`config.mk`:
```
export PLATFORM = sky130hd
export DESIGN_NAME = mips_muldiv_unit
export DESIGN_NICKNAME = d
export VERILOG_FILES = /design/src/rtl/mips_muldiv_unit.sv
export SDC_FILE = /design/constraint.sdc
export NUM_CORES = 1
export LEC_CHECK = 0
export CAP_MARGIN = 20
export CORE_UTILIZATION = 53
export DETAILED_ROUTE_END_ITERATION = 8
export GPL_TIMING_DRIVEN = 0
export PLACE_DENSITY = 0.76
export REMOVE_ABC_BUFFERS = 1
export SYNTH_ARGS = -nofsm -noshare
export SYNTH_HDL_FRONTEND = slang
export SYNTH_SLANG_ARGS = --single-unit
export TNS_END_PERCENT = 50
```
`constraint.sdc`:
```
create_clock -name clk -period 3.88 [get_ports clk]
set_clock_uncertainty 0.1 [all_clocks]
set_input_delay 0.97 -clock clk [delete_from_list [all_inputs] [get_ports clk]]
set_output_delay 0.97 -clock clk [all_outputs]
set_load 0.05 [all_outputs]
```
`src/rtl/mips_muldiv_unit.sv`:
```
// Iterative MIPS multiply/divide unit holding HI/LO (shift-add multiply, restoring divide).
// Optional macro MULDIV_FAST_MUL_EN: single-cycle multiply path for MULT/MULTU.
module mips_muldiv_unit #(
   parameter int WIDTH = 32
) (
   input  logic             clk,
   input  logic             rst_n,
   input  logic             start,
   input  logic [1:0]       op,
   input  logic [WIDTH-1:0] operand_a,
   input  logic [WIDTH-1:0] operand_b,
   input  logic             hi_write,
   input  logic             lo_write,
   input  logic [WIDTH-1:0] write_data,
   output logic [WIDTH-1:0] hi,
   output logic [WIDTH-1:0] lo,
   output logic             busy,
   output logic             done
);
   localparam int CW = $clog2(WIDTH);

   typedef enum logic [1:0] {S_IDLE, S_MUL, S_DIV, S_FIX} state_t;

   state_t                 state_q, state_d;
   logic [CW-1:0]          cnt_q, cnt_d;
   logic [2*WIDTH-1:0]     acc_q, acc_d;
   logic [WIDTH-1:0]       mcand_q, mcand_d;
   logic [WIDTH-1:0]       dvd_q, dvd_d;
   logic                   is_div_q, is_div_d;
   logic                   neg_q, neg_d;
   logic                   neg_rem_q, neg_rem_d;
   logic                   bzero_q, bzero_d;
   logic [WIDTH-1:0]       hi_q, hi_d;
   logic [WIDTH-1:0]       lo_q, lo_d;
   logic                   done_q, done_d;

   logic                   signed_op, a_neg, b_neg;
   logic [WIDTH-1:0]       a_mag, b_mag;
   logic [WIDTH:0]         mul_sum, div_shift, div_diff;
   logic [2*WIDTH-1:0]     prod_fix;
   logic [WIDTH-1:0]       quot_fix, rem_fix;

   assign signed_op = ~op[0];
   assign a_neg     = signed_op & operand_a[WIDTH-1];
   assign b_neg     = signed_op & operand_b[WIDTH-1];
   assign a_mag     = a_neg ? -operand_a : operand_a;
   assign b_mag     = b_neg ? -operand_b : operand_b;

   // acc holds {partial product, remaining multiplier} during MUL, {remainder, quotient} during DIV
   assign mul_sum   = {1'b0, acc_q[2*WIDTH-1:WIDTH]} +
                      {1'b0, (acc_q[0] ? mcand_q : {WIDTH{1'b0}})};
   assign div_shift = {acc_q[2*WIDTH-1:WIDTH], acc_q[WIDTH-1]};
   assign div_diff  = div_shift - {1'b0, mcand_q};

   assign prod_fix  = neg_q ? -acc_q : acc_q;
   assign quot_fix  = neg_q ? -acc_q[WIDTH-1:0] : acc_q[WIDTH-1:0];
   assign rem_fix   = neg_rem_q ? -acc_q[2*WIDTH-1:WIDTH] : acc_q[2*WIDTH-1:WIDTH];

   always_comb begin
      state_d   = state_q;
      cnt_d     = cnt_q;
      acc_d     = acc_q;
      mcand_d   = mcand_q;
      dvd_d     = dvd_q;
      is_div_d  = is_div_q;
      neg_d     = neg_q;
      neg_rem_d = neg_rem_q;
      bzero_d   = bzero_q;
      hi_d      = hi_q;
      lo_d      = lo_q;
      done_d    = 1'b0;
      case (state_q)
         S_IDLE: begin
            if (start) begin
               dvd_d     = operand_a;
               is_div_d  = op[1];
               neg_d     = a_neg ^ b_neg;
               neg_rem_d = a_neg;
               bzero_d   = (operand_b == '0);
               cnt_d     = '0;
               if (op[1]) begin
                  acc_d   = {{WIDTH{1'b0}}, a_mag};
                  mcand_d = b_mag;
                  state_d = S_DIV;
               end else begin
                  mcand_d = a_mag;
`ifdef MULDIV_FAST_MUL_EN
                  acc_d   = {{WIDTH{1'b0}}, a_mag} * {{WIDTH{1'b0}}, b_mag};
                  state_d = S_FIX;
`else
                  acc_d   = {{WIDTH{1'b0}}, b_mag};
                  state_d = S_MUL;
`endif
               end
            end else begin
               if (hi_write) hi_d = write_data;
               if (lo_write) lo_d = write_data;
            end
         end
         S_MUL: begin
            acc_d = {mul_sum, acc_q[WIDTH-1:1]};
            cnt_d = cnt_q + CW'(1);
            if (cnt_q == CW'(WIDTH-1)) state_d = S_FIX;
         end
         S_DIV: begin
            // Restore by keeping the unsubtracted shift when the trial subtraction borrows
            acc_d = {(div_diff[WIDTH] ? div_shift[WIDTH-1:0] : div_diff[WIDTH-1:0]),
                     acc_q[WIDTH-2:0], ~div_diff[WIDTH]};
            cnt_d = cnt_q + CW'(1);
            if (cnt_q == CW'(WIDTH-1)) state_d = S_FIX;
         end
         S_FIX: begin
            if (is_div_q) begin
               if (bzero_q) begin
                  lo_d = {WIDTH{1'b1}};
                  hi_d = dvd_q;
               end else begin
                  lo_d = quot_fix;
                  hi_d = rem_fix;
               end
            end else begin
               hi_d = prod_fix[2*WIDTH-1:WIDTH];
               lo_d = prod_fix[WIDTH-1:0];
            end
            done_d  = 1'b1;
            state_d = S_IDLE;
         end
         default: state_d = S_IDLE;
      endcase
   end

   always_ff @(posedge clk or negedge rst_n) begin
      if (!rst_n) begin
         state_q   <= S_IDLE;
         cnt_q     <= '0;
         acc_q     <= '0;
         mcand_q   <= '0;
         dvd_q     <= '0;
         is_div_q  <= 1'b0;
         neg_q     <= 1'b0;
         neg_rem_q <= 1'b0;
         bzero_q   <= 1'b0;
         hi_q      <= '0;
         lo_q      <= '0;
         done_q    <= 1'b0;
      end else begin
         state_q   <= state_d;
         cnt_q     <= cnt_d;
         acc_q     <= acc_d;
         mcand_q   <= mcand_d;
         dvd_q     <= dvd_d;
         is_div_q  <= is_div_d;
         neg_q     <= neg_d;
         neg_rem_q <= neg_rem_d;
         bzero_q   <= bzero_d;
         hi_q      <= hi_d;
         lo_q      <= lo_d;
         done_q    <= done_d;
      end
   end

   assign hi   = hi_q;
   assign lo   = lo_q;
   assign busy = (state_q != S_IDLE);
   assign done = done_q;

endmodule

```
# ---- Yosys cells after proc, flatten, opt, wreduce, memory -nomap -nowiden
# Cells that the tools add are included.
dict set report totals {
  ff_bits 204
  inputBits 103
  word_cells 75
}
dict set report op_classes {
  addsub 8
  n_eq_ne 9
  n_mux 28
  n_bitwise 5
  n_reduce_logical 13
}
# op n
set ops {}
lappend ops {{$mux 32} 16}
lappend ops {{$pmux 64 s3} 1}
lappend ops {{$mux 64} 2}
lappend ops {{$neg 32->32} 4}
lappend ops {{$pmux 32 s2} 2}
lappend ops {{$neg 64->64} 1}
lappend ops {{$add 32x32->33} 1}
lappend ops {{$sub 33x32->33} 1}
lappend ops {{$logic_not 32->1} 1}
lappend ops {{$pmux 5 s2} 1}
lappend ops {{$ne 2x2->1 const B} 4}
lappend ops {{$reduce_and 2->1} 4}
lappend ops {{$mux 2} 3}
lappend ops {{$pmux 2 s3} 1}
lappend ops {{$reduce_and 3->1} 2}
lappend ops {{$reduce_bool 2->1} 3}
lappend ops {{$add 5x1->5 const B} 1}
lappend ops {{$eq 5x5->1 const B} 1}
lappend ops {{$mux 5} 1}
lappend ops {{$eq 2x2->1 const B} 2}
lappend ops {{$reduce_bool 3->1} 1}
lappend ops {{$and 1x1->1} 2}
lappend ops {{$eq 2x1->1 const B} 1}
lappend ops {{$logic_not 2->1} 1}
lappend ops {{other kinds (5)} 6}

# ---- Longest topological paths before layout
dict set report logic_depth {
  word_depth 6
  mapped_depth 16
}

# ---- Worst setup path before layout
# OpenSTA, ideal clock, no wires.
dict set report synth_path {
  kind {register to register}
  from {register acc_q[0]}
  to {register acc_q[59]}
  setup_time_ns 0.126
  t_arrival_ns 3.443
  required_ns 3.654
  setup_slack_ns 0.211
  stages_incl_launch_ff 16
  n_path_buf 2
  synth_period_minus_slack_ns 3.669
  path_cell_list {dfrtp_1 > clkbuf_1 > inv_1 > clkbuf_1 > nor2_1 > ha_1 > nor2b_1 > o211ai_1 > a31o_2 > a31oi_1 > a221oi_2 > o21ai_1 > a41o_1 > o41ai_2 > xnor2_1 > a221o_1}
}
dict set report synth_between {
  elab_chain_cells 3
}
# item line_no
set synth_lines {}
lappend synth_lines {{from (decl)} 26} ;# logic [2*WIDTH-1:0] acc_q, acc_d;
lappend synth_lines {{from (signal assigned)} 136} ;# acc_q <= '0;
lappend synth_lines {{from (signal assigned)} 149} ;# acc_q <= acc_d;
lappend synth_lines {{$mux 32} 51} ;# {1'b0, (acc_q[0] ? mcand_q : {WIDTH{1'b0}})};
lappend synth_lines {{$add 32x32->33} 50} ;# assign mul_sum = {1'b0, acc_q[2*WIDTH-1:WIDTH]} +
lappend synth_lines {{$pmux 64 s3} 72} ;# case (state_q)
# No other way between the ends.
# A chain may end at the register's enable or synchronous reset.

# ---- Final worst setup path
# Same ends and word-level chain as after synthesis.

==> out/results.txt <==
antenna violations before repair: 1
Max Root-Sink Buffers: 3
DRT iter0 DRCs: 2441
commonest non-fill, non-tap cells in the layout: 238 x nor2_1, 231 x nand2_1, 231 x o21ai_0, 203 x a21oi_1, 192 x dfrtp_1
multi-input logic area: 0.0113 mm2
ys async rst share: 1.00
logic gate share of total power: 0.667
ys flop type: dfrtp_1
Final nets: 2456
Mapped Area: 0.0170 mm2
final critical-path required period: 3820 ps
sequential cell area: 0.00512 mm2
Setup CP Type: reg -> reg
number of port buffers: 168
Initial Util: 0.538
Setup TNS Final: 0 ps
Leakage: 8.53 nW
largest net degree at the start of global routing: 86
Detailed Place HPWL: 46.5 mm
global-route wire length before repair: 95.2 mm
Area Overhead vs Synth: 19.8%
H-tree depth: 1
pwr dens: 1070 mW/mm2
Worst Path Max Fanout: 5
routed length per instance: 23.1 um
Arrival @ worst endpoint: 4150 ps
Antenna Cells: 0
Tightest Pin Transition: 1180 ps
Filler cells: 2724
DIE WIDTH: 181 um
Clock Latency Late Sink: 580 ps
Netlist cell types: 76
status: finished, final reports clean
root buffer cell: clkbuf_16
layout cells sized above 1: 0.0836
Routed WL: 62.4 mm
synthesized instance count: 2195
Vias/cell: 6.60
Die Y-Extent: 181 um
Yosys top cell by area: dfrtp_1
router iterations before antenna repair: 8
Seq cells post-synth: 204
top cell type's share of synthesized area: 0.301
vias in the first global route: 16.2k
synth top area cells: dfrtp_1 30%, o21ai_0 6.9%, a21oi_1 6.1%, ha_1 5.5%, nor2_1 5.3%
Final Slew Violations: 0
Core Rows: 65
VDD IR-drop max: 0.588 mV
post-route ant nets: 0
post-layout util: 0.645
EDFF count, synth: 0
gp weighted congestion: 0.994
Net Sw Frac: 0.533
final setup fails: 0
Final Hold Fails: 0
Cell Int Power: 10.2 mW
commonest non-fill, non-tap cell in the layout: nor2_1
via count: 17.8k
MaxCap Viol Count: 0
Total GRT Usage: 0.374
die area: 0.0328 mm2
Req. time, crit path: 4220 ps
GRT overflow: 0
Flop pwr share: 0.219
boundary pin count: 169
TritonCTS clock tree: done
Worst-path clk slew: 60 ps
crit path capture type: register
Ys Warns: 0
Startpoint Class: register
Num CTS Buffers: 25
Slew HR: 0.212
CTS Hold Bufs: 0
hold crit path type: in -> async
Psw: 11.6 mW
Final Cycle Share: 0.984
core area: 0.0316 mm2
RSZ-0062 raised after global routing: yes
Avg Inst Size Synth: 7.74 um2
register area share after synthesis: 0.301
fmax: 262 MHz
CTS Sinks: 204
# DRC: 0
Clock Power Share: 0.114
==> cells by family after synthesis <==
logic type / synth area share
buf+inv: 0.0533
xor+xnor: 0.0830
simple gates: 0.182
fa+ha+maj: 0.0569
mux: 0.0329
compound gates: 0.292
flops: 0.301
==> metal layers <==
layer  part of all wire  vias to the layer above  track usage
met5                  0                        -            0
met4              0.052                        0        0.165
met3               0.11                      181       0.0635
met2               0.43                     1086        0.563
met1               0.41                     8419        0.526
li1                   -                     8117            -
==> power groups by stage <==
stage / Clock [mW] / Sequential (mW) / Combinational, mW
after floorplan: 0 / 5.16 / 8.19
after global routing: 2.57 / 4.84 / 15.6
final: 2.47 / 4.77 / 14.5
after detailed placement: 0 / 4.72 / 13.4
after global placement: 0 / 4.52 / 11.6
after CTS: 2.48 / 4.69 / 13.7
==> path summary, 6_finish.rpt <==
check	from	end	slack, ps	depth (start not counted)
setup / recovery	acc_q[0]$_DFFE_PN0P_	acc_q[59]$_DFFE_PN0P_	60	14
hold / removal	rst_n	acc_q[49]$_DFFE_PN0P_	210	1
setup reg to reg	acc_q[0]$_DFFE_PN0P_	acc_q[59]$_DFFE_PN0P_	60	14
hold reg to reg	lo[13]$_DFFE_PN0P_	lo[13]$_DFFE_PN0P_	380	2
max in group asynchronous	rst_n	mcand_q[0]$_DFFE_PN0P_	2330	3
min in group clk	lo[13]$_DFFE_PN0P_	lo[13]$_DFFE_PN0P_	380	2
==> through the flow <==
step	instances	total power, mW	instance area, um2	worst slack, ps	hold slack, ps
2_1_floorplan	2035	13.4	16300	-2120	341
3_3_place_gp	2605	16.1	18500	-7140	358
3_5_place_dp	2622	18.1	19000	-985	362
4_1_cts	2679	20.9	20000	-102	238
5_1_grt	2698	23.0	20300	-93.5	253
6_report	2698	21.8	20300	63.5	213
==> cells in the mapped netlist, types with 12 or more instances <==
cell	count
a21o_1	42
o211ai_1	26
a221o_1	36
mux2_2	31
o31ai_1	23
nand2_1	232
or4_1	15
nand2b_1	24
nand3_1	22
ha_1	74
and3_1	12
xor2_1	66
nand4_1	15
a22oi_1	27
or3_1	24
mux2i_1	21
a21oi_1	208
nor2b_1	17
dfrtp_1	204
o22ai_1	38
o21ai_0	234
nor2_1	241
nor4_1	13
buf_1	13
a31oi_1	24
xnor2_1	95
clkbuf_1	138
nor3_1	34
o21a_1	23
a211oi_1	13
o41ai_1	13
inv_1	67
==> worst max-delay path, stage by stage, from the launching register on <==
cell and delay [ps]:
dfrtp_2 520, clkinvlp_4 120, buf_4 170, nor2_1 110, ha_1 280, nor2b_1 170, o211ai_1 220, a31o_2 240
a31oi_4 150, a221oi_4 390, o21ai_2 150, a41o_1 310, o41ai_4 300, xnor2_1 110, a221o_1 320
==> cell type report <==
class | count | share of cell area
Inverter | 70 | 0.0133
Timing Repair Buffer | 214 | 0.114
Multi-Input combinational cell | 1761 | 0.553
Tap cell | 402 | 0.0247
Sequential cell | 204 | 0.252
Clock buffer | 31 | 0.0338
Clock inverter | 15 | 0.00837
Timing Repair inverter | 1 | 0.000369
==> registers in the layout, summed over array words and instances, names as in the netlist <==
signal     flops
acc_q         64
dvd_q         32
hi            32
lo            32
mcand_q       32
cnt_q          5
state_q        2
bzero_q        1
done           1
is_div_q       1
neg_q          1
neg_rem_q      1
==> timing repair <==
item                                    4_1_cts  5_1_grt
setup buffers                                10       17
cloned                                        1        1
pin swaps                                     6       13
endpoints found under the setup margin       56       68
resized for setup                            24       35
No activity file was read; power rests on OpenSTA's default activity.
